## src/rtl/fdiv_pkg.sv

```systemverilog
// Shared constants and types for the floating-point divide scheduler.
// Holds the state encoding, the timeout NaN and the divide-by-zero result.
package fdiv_pkg;

  typedef enum logic [1:0] {
    ST_IDLE  = 2'd0,
    ST_ISSUE = 2'd1,
    ST_WAIT  = 2'd2,
    ST_RESP  = 2'd3
  } fdiv_state_t;

  localparam logic [31:0] FDIV_QNAN = 32'h7FC0_0000;
  localparam logic [30:0] INF_MAG   = 31'h7F80_0000;

  // Divisor magnitude of zero (either sign) skips the divider core.
  function automatic logic is_zero_div(input logic [30:0] b_mag);
    return (b_mag == 31'd0);
  endfunction

  function automatic logic [31:0] div0_result(input logic a_sign, input logic b_sign);
    return {a_sign ^ b_sign, INF_MAG};
  endfunction

endpackage

```

## src/rtl/rr_pick2.sv

```systemverilog
// Two-way round-robin pick: the pointer names the preferred requester
// when both are valid; a lone valid requester always wins.
module rr_pick2 (
  input  logic       v0,
  input  logic       v1,
  input  logic       ptr,
  output logic [1:0] grant
);

  // grant decode from the valid pair and the preference pointer
  always_comb begin
    grant = 2'b00;
    case ({v1, v0})
      2'b01:   grant = 2'b01;
      2'b10:   grant = 2'b10;
      2'b11:   grant = ptr ? 2'b10 : 2'b01;
      default: grant = 2'b00;
    endcase
  end

endmodule

```

## src/rtl/fdiv_scheduler.sv

```systemverilog
// Shares one Goldschmidt divider core between two requesters, short-cuts
// divide-by-zero, and recovers from a hung core with a timeout and core reset.
module fdiv_scheduler
  import fdiv_pkg::*;
#(
  parameter int          TIMEOUT = 64,
  parameter logic [31:0] QNAN    = FDIV_QNAN
) (
  input  logic        clk,
  input  logic        clr,
  input  logic        req0_valid,
  input  logic [31:0] req0_a,
  input  logic [31:0] req0_b,
  output logic        req0_ready,
  input  logic        req1_valid,
  input  logic [31:0] req1_a,
  input  logic [31:0] req1_b,
  output logic        req1_ready,
  output logic        rsp_valid,
  output logic        rsp_id,
  output logic [31:0] rsp_q,
  output logic [31:0] rsp_r,
  output logic        rsp_err,
  input  logic        rsp_ready,
  output logic [31:0] div_a,
  output logic [31:0] div_b,
  output logic        div_start,
  output logic        div_rst,
  input  logic        div_ready,
  input  logic [31:0] div_q,
  input  logic [31:0] div_r
);

  localparam int CW = $clog2(TIMEOUT + 1);

  fdiv_state_t   state_r;
  logic          ptr_r;
  logic [CW-1:0] cnt_r;
  logic [31:0]   a_r;
  logic [31:0]   b_r;
  logic          id_r;
  logic          start_r;
  logic          drst_r;
  logic          rsp_valid_r;
  logic [31:0]   rsp_q_r;
  logic [31:0]   rsp_r_r;
  logic          rsp_err_r;

  logic [1:0]    grant_s;
  logic          idle_s;
  logic          acc0_s;
  logic          acc1_s;
  logic          acc_s;
  logic [31:0]   sel_a_s;
  logic [31:0]   sel_b_s;

  rr_pick2 u_pick (
    .v0    (req0_valid),
    .v1    (req1_valid),
    .ptr   (ptr_r),
    .grant (grant_s)
  );

  // Ready must answer the same-cycle valid, so it is decoded, and masked by clr.
  assign idle_s     = (state_r == ST_IDLE) & ~clr;
  assign req0_ready = idle_s & grant_s[0];
  assign req1_ready = idle_s & grant_s[1];
  assign acc0_s     = req0_valid & req0_ready;
  assign acc1_s     = req1_valid & req1_ready;
  assign acc_s      = acc0_s | acc1_s;

  // operand mux for the accepted requester
  always_comb begin
    sel_a_s = req0_a;
    sel_b_s = req0_b;
    if (acc1_s) begin
      sel_a_s = req1_a;
      sel_b_s = req1_b;
    end else begin
      sel_a_s = req0_a;
      sel_b_s = req0_b;
    end
  end

  // scheduler state machine with registered response and divider controls
  always_ff @(posedge clk or posedge clr) begin
    if (clr) begin
      state_r     <= ST_IDLE;
      ptr_r       <= 1'b0;
      cnt_r       <= '0;
      a_r         <= 32'd0;
      b_r         <= 32'd0;
      id_r        <= 1'b0;
      start_r     <= 1'b0;
      drst_r      <= 1'b0;
      rsp_valid_r <= 1'b0;
      rsp_q_r     <= 32'd0;
      rsp_r_r     <= 32'd0;
      rsp_err_r   <= 1'b0;
    end else begin
      start_r <= 1'b0;
      drst_r  <= 1'b0;
      case (state_r)
        ST_IDLE: begin
          if (acc_s) begin
            a_r   <= sel_a_s;
            b_r   <= sel_b_s;
            id_r  <= acc1_s;
            ptr_r <= ~acc1_s;
            if (is_zero_div(sel_b_s[30:0])) begin
              state_r     <= ST_RESP;
              rsp_valid_r <= 1'b1;
              rsp_q_r     <= div0_result(sel_a_s[31], sel_b_s[31]);
              rsp_r_r     <= 32'd0;
              rsp_err_r   <= 1'b0;
            end else begin
              state_r <= ST_ISSUE;
              start_r <= 1'b1;
            end
          end
        end
        ST_ISSUE: begin
          state_r <= ST_WAIT;
          cnt_r   <= '0;
        end
        ST_WAIT: begin
          // The core may still show a stale ready from a previous job on cycle one.
          if (div_ready && (cnt_r != '0)) begin
            state_r     <= ST_RESP;
            rsp_valid_r <= 1'b1;
            rsp_q_r     <= div_q;
            rsp_r_r     <= div_r;
            rsp_err_r   <= 1'b0;
          end else if (cnt_r == CW'(TIMEOUT - 1)) begin
            state_r     <= ST_RESP;
            rsp_valid_r <= 1'b1;
            rsp_q_r     <= QNAN;
            rsp_r_r     <= 32'd0;
            rsp_err_r   <= 1'b1;
            drst_r      <= 1'b1;
          end else begin
            cnt_r <= cnt_r + CW'(1);
          end
        end
        ST_RESP: begin
          if (rsp_ready) begin
            state_r     <= ST_IDLE;
            rsp_valid_r <= 1'b0;
          end
        end
        default: begin
          state_r     <= ST_IDLE;
          rsp_valid_r <= 1'b0;
        end
      endcase
    end
  end

  assign div_a     = a_r;
  assign div_b     = b_r;
  assign div_start = start_r;
  assign div_rst   = clr | drst_r;
  assign rsp_valid = rsp_valid_r;
  assign rsp_id    = id_r;
  assign rsp_q     = rsp_q_r;
  assign rsp_r     = rsp_r_r;
  assign rsp_err   = rsp_err_r;

endmodule

```

## config.mk

```make
export PLATFORM = sky130hd
export DESIGN_NAME = fdiv_scheduler
export DESIGN_NICKNAME = d
export VERILOG_FILES = /design/src/rtl/fdiv_pkg.sv /design/src/rtl/rr_pick2.sv /design/src/rtl/fdiv_scheduler.sv
export SDC_FILE = /design/constraint.sdc
export NUM_CORES = 1
export LEC_CHECK = 0
export ABC_CLOCK_PERIOD_IN_PS = 14250
export CAP_MARGIN = 20
export CORE_ASPECT_RATIO = 1.75
export CORE_MARGIN = 2
export CORE_UTILIZATION = 40
export CTS_BUF_LIST = sky130_fd_sc_hd__clkbuf_4
export DETAILED_ROUTE_END_ITERATION = 6
export PLACE_DENSITY = 0.91
export SYNTH_ARGS = -nofsm -noshare
export SYNTH_HDL_FRONTEND = slang
export SYNTH_HIERARCHICAL = 1
export SYNTH_SLANG_ARGS = --single-unit
```

## constraint.sdc

```tcl
create_clock -name clk -period 14.25 [get_ports clk]
set_input_delay 2.1375 -clock clk [delete_from_list [all_inputs] [get_ports clk]]
set_output_delay 2.1375 -clock clk [all_outputs]
set_load 0.02 [all_outputs]
```

==> reports/metrics.csv <==
stage;metric;value;unit
clock_network;cts repair resizes;0;
job;total of max-cap violations;0;
pwr;pwr dens;205;nW/um2
placement;port buffer count;332;
layout;layout cells sized above 1;0.0504;
global_routing;vias in the first global route;6164;
yosys;sequential area share after synthesis;0.563;
route;Initial DRC Count;431;
yosys;Synth Cell Area;6360;um2
timing;RSZ-0062 raised after global routing;no;
floorplanning;initial core utilization;0.404;
clock_network;Reg clk slew, reported paths;0.11;ns
clock_network;Sink Count;143;
clock_network;Post-CTS Setup Bufs;0;
yosys;largest family of logic cells by synthesized area;compound AO/OA/AOI/OAI gates;
yosys;Post-synth top cells;143 x dfrtp_1, 140 x nand2_1, 55 x a22o_1, 46 x nor2_1, 40 x a22oi_1;
clock_network;H-tree Lvls;4;
global_routing;gr usage total;0.258;
layout;nets;1146;
yosys;Ys Warns;6;
global_routing;largest net degree at the start of global routing;80;
setup_path;CP endpoint kind;primary output;
setup_path;CP max FO;6;
timing;total negative slack;0;ns
setup_path;startpoint types;primary input;
timing;Max Slew Vio Count;0;
yosys;Post-synth top flop;dfrtp_1;
timing;Fin Hold WS;0.502;ns
pwr;Pleak;4.53;nW
global_routing;first-pass GRT wire length;33600;um
setup_path;Req. time, crit path;12.11;ns
yosys;Synth Area in XOR/XNOR;0.00275;
route;DRC viols;0;
worst_hold_path;min-delay worst type;flip-flop to flip-flop;
clock_network;CTS Buffer Depth;2;
yosys;Post-synth EDFFs;0;
global_routing;initial antenna violation count;4;
timing;# setup viols final;0;
outcome;status;completed;
setup_path;cells on worst reg2reg path;9;
clock_network;number of hold buffers added after CTS;0;
setup_path;Setup CP Type;primary input to primary output;
layout;fillcell total;1174;
timing;Final Critical Period;5.93;ns
setup_path;FF-to-FF Start;state_r[0]$_DFFE_PP0P_;
clock_network;root buffer cell;clkbuf_4;
route;Avg WL per Cell;19.6;um
floorplanning;Ports;333;
yosys;syn avg cell area;10.2;um2
placement;Placer Congestion;0.875;
timing;post-route clock period utilization;0.416;
timing;FMAX;169;MHz
yosys;post-synthesis mux area share;0.00708;
yosys;Synth Area in Adders;0.0138;
yosys;#FFs+latches synth;143;
yosys;post-synth top area share;0.563;
clock_network;Clock Latency Late Sink;0.57;ns
floorplanning;Row Count;61;
yosys;FFs w/ async S/R, synth;1.00;
layout;Area Growth Syn to Fin;59.0;%
setup_path;crit path DAT;3.80;ns
yosys;most common cell in the netlist;dfrtp_1;
floorplanning;Die H;171;um
global_routing;GRT overflow;0;
yosys;Synth Instances;625;
yosys;Synth area leaders;dfrtp_1 56%, nand2_1 8.3%, a22o_1 7.6%, a22oi_1 4.7%, a31oi_1 3.3%;
floorplanning;core area;15700;um2
worst_hold_path;hold path depth;2;
yosys;Unique masters post-synth;49;
yosys;post-synthesis simple-gate area fraction;0.163;
floorplanning;Die X;99.3;um
yosys;Synth Net Count;830;
setup_path;Worst setup startpoint;req1_valid;
timing;Worst slew margin;0.415;
timing;Slew @ Worst Pin;0.877;ns
clock_network;CTS buffer count;17;
placement;HPWL after DPL;16600;um
route;drt pass-1 iters;5;
yosys;compound-cell area share of the yosys netlist;0.199;
worst_hold_path;hold wc startpoint;rsp_id$_DFFE_PP0P_;
timing;final hold vios;0;
floorplanning;die area;17000;um2
route;post-route ant nets;0;
route;drt via density;5.45;
yosys;cell taking the most area after synthesis;dfrtp_1;
pwr;peak supply drop;0.0913;mV
route;final wirelength;22500;um
clock_network;CTS tree;done;
route;vias;6227;
timing;Fin Clk Skew;0.0177;ns
## final timing paths
check	to	slack (ns)
setup / recovery	req1_ready	8.32
hold / removal	rsp_id$_DFFE_PP0P_	0.50
setup reg to reg	rsp_q[26]$_DFFE_PP0P_	10.73
hold reg to reg	rsp_id$_DFFE_PP0P_	0.50
max in group asynchronous	div_b[6]$_DFFE_PP0P_	10.68
min in group asynchronous	div_a[27]$_DFFE_PP0P_	2.19
## cell type report
cell class,instances,area (um2),share of cell area
multi-input combinational,415,2450,0.243
antenna,2,5.00,0.000495
inverter,25,98.8,0.00978
tap,189,236,0.0234
clock buffer,17,128,0.0126
timing repair buffer,339,3390,0.335
clock inverter,13,220,0.0218
sequential,143,3580,0.354
## through the flow
stage / cell area, um2 / total power (W) / util / std cells / setup WS (ns)
4_1_cts: 10100 / 0.00208 / 0.641 / 1140 / 8.33
3_3_place_gp: 9740 / 0.00172 / 0.619 / 1110 / 8.36
3_5_place_dp: 9740 / 0.00175 / 0.619 / 1110 / 8.29
2_1_floorplan: 6360 / 0.00122 / - / 625 / 8.03
5_1_grt: 10100 / 0.00218 / 0.643 / 1142 / 8.16
6_report: 10100 / 0.00207 / 0.643 / 1143 / 8.32
## state kept, by name (all words and copies together), names as in the netlist
signal	cells
cnt_r	7
div_a	32
div_b	32
div_start	1
drst_r	1
ptr_r	1
rsp_err	1
rsp_id	1
rsp_q	32
rsp_r	32
rsp_valid	1
state_r	2
## cells by family after synthesis
group | Yosys count
adders and majority gates | 7
buffers and inverters | 67
xor gates and xnor gates | 2
DFF | 143
muxes | 4
AOI/OAI and AO/OA | 162
and+or+nand+nor | 240
## layer usage
layer  vias up  wire length, um  GRT usage
met5         -               25          0
met4         4              880      0.117
met3        59             2100     0.0870
met2       342            11500      0.437
met1      2964             7940      0.294
li1       2858                -          -
## cells in the final DEF, fill, tap and decap left out, types with 12 or more instances in the layout
master and instances:
inv_1 24, a22o_1 55, nand2_1 140, clkdlybuf4s50_1 332, dfrtp_1 143, nor2_1 45, a22oi_1 40, clkbuf_4 17
nor4_1 12, a31oi_1 34
## worst max-delay path, stage by stage
cell and delay, ns:
clkdlybuf4s50_1 0.55, a21boi_1 0.32, and2_1 0.18, clkdlybuf4s50_1 0.60
## report_power, final
part	switching (W)	internal, W
Sequential	0.000123	0.000593
Clock	0.000149	0.000171
Combinational	0.000521	0.000513
Total	0.000794	0.00128
Power figures use the tool's default switching activity.
